<file path="config.mk">
export PLATFORM = sky130hd
export DESIGN_NAME = alu_op_arbiter
export DESIGN_NICKNAME = d
export VERILOG_FILES = /design/src/rtl/alu_op_arbiter.sv
export SDC_FILE = /design/constraint.sdc
export NUM_CORES = 1
export LEC_CHECK = 0
export CAP_MARGIN = 20
export CORE_ASPECT_RATIO = 1.2
export CORE_UTILIZATION = 40
export CTS_CLUSTER_DIAMETER = 100
export CTS_CLUSTER_SIZE = 30
export DETAILED_ROUTE_END_ITERATION = 6
export DONT_BUFFER_PORTS = 1
export MAX_ROUTING_LAYER = met4
export PLACE_DENSITY_LB_ADDON = 0.1
export SLEW_MARGIN = 20
export SYNTH_ARGS = -nofsm -noshare
export SYNTH_HDL_FRONTEND = slang
export SYNTH_SLANG_ARGS = --single-unit
</file>
<file path="constraint.sdc">
create_clock -name clk -period 6.3 [get_ports clk]
set_input_delay 0.945 -clock clk [delete_from_list [all_inputs] [get_ports clk]]
set_output_delay 0.945 -clock clk [all_outputs]
set_load 0.02 [all_outputs]
</file>
<file path="src/rtl/alu_op_arbiter.sv">
`default_nettype none
// ============================================================================
// Module   : alu_op_arbiter
// Purpose  : Two-requester round-robin front end sequencing the shared
//            invert / +1-add ALU datapath; optional ALU_ARB_FIXED_PRI_EN
//            selects fixed priority (requester 0 wins ties).
// Revision : 1.0 - initial release
// ============================================================================
module alu_op_arbiter #(
    parameter int BUS_WIDTH = 8
) (
    input  logic                 clk,
    input  logic                 rst,
    input  logic                 req0_valid,
    output logic                 req0_ready,
    input  logic [1:0]           req0_op,
    input  logic [BUS_WIDTH-1:0] req0_a,
    input  logic [BUS_WIDTH-1:0] req0_b,
    input  logic                 req1_valid,
    output logic                 req1_ready,
    input  logic [1:0]           req1_op,
    input  logic [BUS_WIDTH-1:0] req1_a,
    input  logic [BUS_WIDTH-1:0] req1_b,
    output logic                 rsp_valid,
    input  logic                 rsp_ready,
    output logic                 rsp_id,
    output logic [BUS_WIDTH-1:0] rsp_y,
    output logic                 rsp_carry
);

    localparam logic [1:0] C_OP_NOTA = 2'b00;
    localparam logic [1:0] C_OP_SUB  = 2'b11;

    localparam logic [1:0] C_ST_IDLE = 2'd0;
    localparam logic [1:0] C_ST_INV  = 2'd1;
    localparam logic [1:0] C_ST_ADD  = 2'd2;
    localparam logic [1:0] C_ST_RESP = 2'd3;

    logic [1:0]           r_state;
    logic [1:0]           r_op;
    logic [BUS_WIDTH-1:0] r_a;
    logic [BUS_WIDTH-1:0] r_b;
    logic [BUS_WIDTH-1:0] r_tmp;
    logic                 r_carry;
    logic                 r_id;
    logic                 r_rsp_valid;

    logic                 w_tie_id;
    logic                 w_grant_id;
    logic                 w_accept;
    logic [BUS_WIDTH:0]   w_addend;
    logic [BUS_WIDTH:0]   w_sum;

`ifdef ALU_ARB_FIXED_PRI_EN
    assign w_tie_id = 1'b0;
`else
    logic r_last_id;

    // Requester 0 must win the first tie after reset, hence the reset value 1.
    always_ff @(posedge clk) begin
        if (rst) begin
            r_last_id <= 1'b1;
        end else if (w_accept) begin
            r_last_id <= w_grant_id;
        end
    end

    assign w_tie_id = ~r_last_id;
`endif

    always_comb begin
        w_grant_id = 1'b0;
        if (req0_valid && req1_valid) begin
            w_grant_id = w_tie_id;
        end else if (req1_valid) begin
            w_grant_id = 1'b1;
        end
        w_accept = (r_state == C_ST_IDLE) && (req0_valid || req1_valid);
    end

    assign req0_ready = w_accept && !w_grant_id;
    assign req1_ready = w_accept &&  w_grant_id;

    // NEGB adds only the +1; SUB folds A into the same adder.
    assign w_addend = (r_op == C_OP_SUB) ? {1'b0, r_a} : '0;
    assign w_sum    = {1'b0, r_tmp} + w_addend + (BUS_WIDTH+1)'(1);

    always_ff @(posedge clk) begin
        if (rst) begin
            r_state     <= C_ST_IDLE;
            r_op        <= 2'b00;
            r_a         <= '0;
            r_b         <= '0;
            r_tmp       <= '0;
            r_carry     <= 1'b0;
            r_id        <= 1'b0;
            r_rsp_valid <= 1'b0;
        end else begin
            case (r_state)
                C_ST_IDLE: begin
                    if (w_accept) begin
                        r_id    <= w_grant_id;
                        r_op    <= w_grant_id ? req1_op : req0_op;
                        r_a     <= w_grant_id ? req1_a  : req0_a;
                        r_b     <= w_grant_id ? req1_b  : req0_b;
                        r_state <= C_ST_INV;
                    end
                end
                C_ST_INV: begin
                    r_tmp   <= (r_op == C_OP_NOTA) ? ~r_a : ~r_b;
                    r_carry <= 1'b0;
                    if (r_op[1]) begin
                        r_state <= C_ST_ADD;
                    end else begin
                        r_state     <= C_ST_RESP;
                        r_rsp_valid <= 1'b1;
                    end
                end
                C_ST_ADD: begin
                    {r_carry, r_tmp} <= w_sum;
                    r_state          <= C_ST_RESP;
                    r_rsp_valid      <= 1'b1;
                end
                C_ST_RESP: begin
                    if (rsp_ready) begin
                        r_state     <= C_ST_IDLE;
                        r_rsp_valid <= 1'b0;
                    end
                end
                default: begin
                    r_state <= C_ST_IDLE;
                end
            endcase
        end
    end

    assign rsp_valid = r_rsp_valid;
    assign rsp_id    = r_id;
    assign rsp_y     = r_tmp;
    assign rsp_carry = r_carry;

endmodule
`default_nettype wire

</file>
==> metrics.yaml <==
placement:
  place.detailed.hpwl_um: 3124
  gp_congestion: 0.8131
  port_buffer_cells: 0
  detailed_place.area_mm2: 0.001871
  post-place-ws_ns: 3.830
sta:
  layout_min_cycle_time_ns: 2.606
  worst_clock_skew_ns: 0.008001
  setup_tns_ns: 0
  final_hold_viols: 0
  setup_ws_ns: 3.694
  maxClockFrequency_mhz: 383.7
  grt_setup_unrepaired: "no"
  timing_max_transition_violations_final: 0
  finalSetupViolations: 0
  min_period_over_period: 0.4136
  post_route_worst_hold_slack_ns: 0.5166
  worst_pin_slew_ns: 0.6624
  slew_headroom: 0.5584
grt:
  number_of_antenna_violations_at_the_first_check_in_global_routing: 0
  groute.usage.overall: 0.1973
  grt_max_degree: 35
  grt_pass1_wl_um: 7403
  first_global_vias: 1552
  overflow: 0
synth:
  ys_top_cells_by_count: "sky130_fd_sc_hd__nor2_1 (33), sky130_fd_sc_hd__dfxtp_1 (32), sky130_fd_sc_hd__a222oi_1 (18)"
  synth_cell_area_mm2: 0.001886
  synth_top_cell_area_share: 0.3397
  synth-edff-count: 0
  synth.avg_cell_area_um2: 8.894
  yosysWarnings: 0
  synthAdderAreaFrac: 0.09025
  yosys_most_used_dff: "sky130_fd_sc_hd__dfxtp_1"
  combinational_family_with_the_most_area_after_synthesis: "compound AO/OA/AOI/OAI gates"
  asyncSetResetFlopFracSynth: 0
  post_synth_inst_count: 212
  synth_top_cells_by_area: "sky130_fd_sc_hd__dfxtp_1 (34%), sky130_fd_sc_hd__a222oi_1 (9.6%), sky130_fd_sc_hd__ha_1 (8.0%)"
  synth_compound_area_frac: 0.2581
  synth_seq_cells: 32
  synth.largest_area_cell: "sky130_fd_sc_hd__dfxtp_1"
  synth.distinct_cells: 48
  mux_share_of_post_synthesis_cell_area: 0.05375
  post_synth_and_or_nand_nor_area_fraction: 0.1732
  yosysMostFrequentCell: "sky130_fd_sc_hd__nor2_1"
  yosysSeqAreaShare: 0.3397
  synth_xor_area_frac: 0.004645
  syn_nets: 266
route:
  route.layer.met1.wl_um: 2064
  drt_first_iter_violations: 83
  ant_nets: 0
  wirelength_um: 4300
  uppermost_routed_layer: "met4"
  met2_length_um: 1945
  viasPerCell: 5.842
  drt-wirelength-per-cell_um: 16.17
  drt-pass1-iter-count: 5
  vias: 1554
  post-route-drc-count: 0
  met3_length_um: 235
setup_path:
  critPathCaptureType: "primary output"
  crit_required_ns: 5.35
  timing.critical_path.buf_inv: 1
  worst_r2r_endpoint: "rsp_y[4]"
  crit_path_start_kind: "register"
  crit_fanout: 19
  reg2regPathDepth: 8
  critPathArrivalTime_ns: 1.66
  worstPathCellList: "inv_1 -> ha_1 -> nand2_1 -> a21oi_4"
  critical-path-max-stage-delay_ns: 0.49
  r2r_slack_ns: 4.09
  critPathSlowestCell: "sky130_fd_sc_hd__a21oi_4"
  regToRegStartpoint: "r_op[1]"
  critical_path.top_delay_family: "compound AO/OA/AOI/OAI gates"
  setup.worst_path.class: "reg -> out"
hold_path:
  timing.hold.worst.start: "r_b[3]"
  hold-path-endpoint: "r_b[3]"
  hp-class: "reg -> reg"
  holdPathStages: 2
floorplan:
  fp.coreArea_mm2: 0.004561
  rows: 27
  die_w_um: 64.68
  starting_utilization_of_the_core_area: 0.4134
  die_y_um: 77.21
  die_area_mm2: 0.004994
  num_io_pins: 54
power:
  seq_power_share: 0.375
  p_leak_nw: 0.8367
  comb_power_share: 0.404
  cellPowerDensity_mw_per_mm2: 491.5
  cellInternalPower_uw: 572.7
  clock_power_share: 0.221
  peakVddDrop_mv: 0.1831
  switching_share: 0.4165
  power_switching_uw: 408.9
clock_network:
  cts_tree: "done"
  cts-root-to-sink-buffers: 2
  count_of_instances_resized_after_the_clock_tree_is_built: 0
  clock_insertion_delay_worst_skew_ns: 0.28
  worst_setup_hold_path_clk_slew_ns: 0.07
  post-cts-setup-buffer-count: 0
  clkSinkCount: 32
  cts_buffers: 5
  postCtsHoldBufs: 0
  h-tree-depth: 2
  cts_root_buffer: "sky130_fd_sc_hd__clkbuf_8"
finish:
  antennaDiodeCount: 0
  finalInstanceArea_mm2: 0.001997
  final_net_count: 261
  synthToLayoutAreaGrowth_pct: 5.906
  share_of_layout_cells_above_drive_strength_1: 0.1058
  post-route-util: 0.4379
flow_run:
  max-cap-violations: 0
outcome:
  status: "finished clean"
[power groups by stage]
stage          sequential [mW]  combinational, mW  clock [mW]
2_1_floorplan            0.347              0.368           0
3_3_place_gp             0.371              0.384           0
3_5_place_dp             0.374              0.399           0
4_1_cts                  0.370              0.400       0.223
5_1_grt                  0.381              0.453       0.232
6_report                 0.368              0.396       0.217
[cells in the final DEF (no fill, tap or decap), types with 2 or more instances in the layout]
cell type / synthesis / final
sky130_fd_sc_hd__nand3b_1: 2 / 2
sky130_fd_sc_hd__a211oi_1: 4 / 4
sky130_fd_sc_hd__ha_1: 12 / 12
sky130_fd_sc_hd__nor3b_1: 2 / 2
sky130_fd_sc_hd__o21ai_1: 7 / 7
sky130_fd_sc_hd__inv_1: 12 / 12
sky130_fd_sc_hd__nand3_1: 6 / 6
sky130_fd_sc_hd__or3_1: 2 / 2
sky130_fd_sc_hd__nor2_1: 33 / 33
sky130_fd_sc_hd__a21oi_1: 9 / 8
sky130_fd_sc_hd__o21ai_0: 5 / 5
sky130_fd_sc_hd__a31oi_1: 2 / 2
sky130_fd_sc_hd__clkbuf_8: 4 / 7
sky130_fd_sc_hd__and3_1: 7 / 7
sky130_fd_sc_hd__nand2_1: 12 / 12
sky130_fd_sc_hd__dfxtp_1: 32 / 32
sky130_fd_sc_hd__a21oi_2: 1 / 2
sky130_fd_sc_hd__mux2i_1: 6 / 6
sky130_fd_sc_hd__buf_4: 1 / 2
sky130_fd_sc_hd__mux2_4: 2 / 2
sky130_fd_sc_hd__a222oi_1: 18 / 18
[worst max-delay path by stage]
stage / startpoint / to / slack, ns / cells past startpoint
finish: r_state[0] / req0_ready / 3.69 / 4
global placement: req0_valid / req0_ready / 3.86 / 2
CTS: r_state[0] / req0_ready / 3.69 / 4
detailed placement: req0_valid / req0_ready / 3.83 / 2
global route: r_state[0] / req0_ready / 3.54 / 4
floorplan: req0_valid / req0_ready / 3.96 / 3
[cells by family (layout without fill, tap and decap cells)]
logic type,after synthesis,count (layout)
DFF,32,32
adders and majority gates,13,13
and+or+nand+nor,69,69
AOI/OAI and AO/OA,62,62
xor gates and xnor gates,1,1
buffers and inverters,26,22
muxes,9,9
[registers in the layout (all words and copies together) (netlist names)]
| signal | flops |
|---|---|
| r_last_id | 1 |
| r_a | 8 |
| rsp_id | 1 |
| rsp_y | 8 |
| rsp_valid | 1 |
| rsp_carry | 1 |
| r_b | 8 |
| r_state | 2 |
| r_op | 2 |
[worst register-to-register path, stage by stage (launching register included)]
cell and delay [ns]:
sky130_fd_sc_hd__dfxtp_1 0.60, sky130_fd_sc_hd__nand3_1 0.14, sky130_fd_sc_hd__ha_1 0.22, sky130_fd_sc_hd__fa_1 0.41
sky130_fd_sc_hd__inv_1 0.07, sky130_fd_sc_hd__a21o_1 0.13, sky130_fd_sc_hd__a21oi_1 0.09, sky130_fd_sc_hd__or3_1 0.31
sky130_fd_sc_hd__a41oi_1 0.17
[metrics by stage]
stage | total power [mW] | cells
floorplan | 0.7148 | 212
global placement | 0.7548 | 258
detailed placement | 0.7727 | 258
CTS | 0.9930 | 266
global route | 1.066 | 266
finish | 0.9816 | 266
[layer usage]
layer,vias to the layer above,global-route usage
met2,42,0.2989
met3,6,0.05506
met4,0,0.07333
met5,-,-
met1,725,0.2470
li1,781,-
[area by class of cell]
cell class	count	area, µm²
clock buffers	7	96.34
clock inverters	1	30.03
fillers	478	2564
inverters	12	45.04
multi-input cells	154	1097
flip-flops and latches	32	640.6
well taps	58	72.57
repair buffers	2	15.01
(Power assumes the default switching activity.)
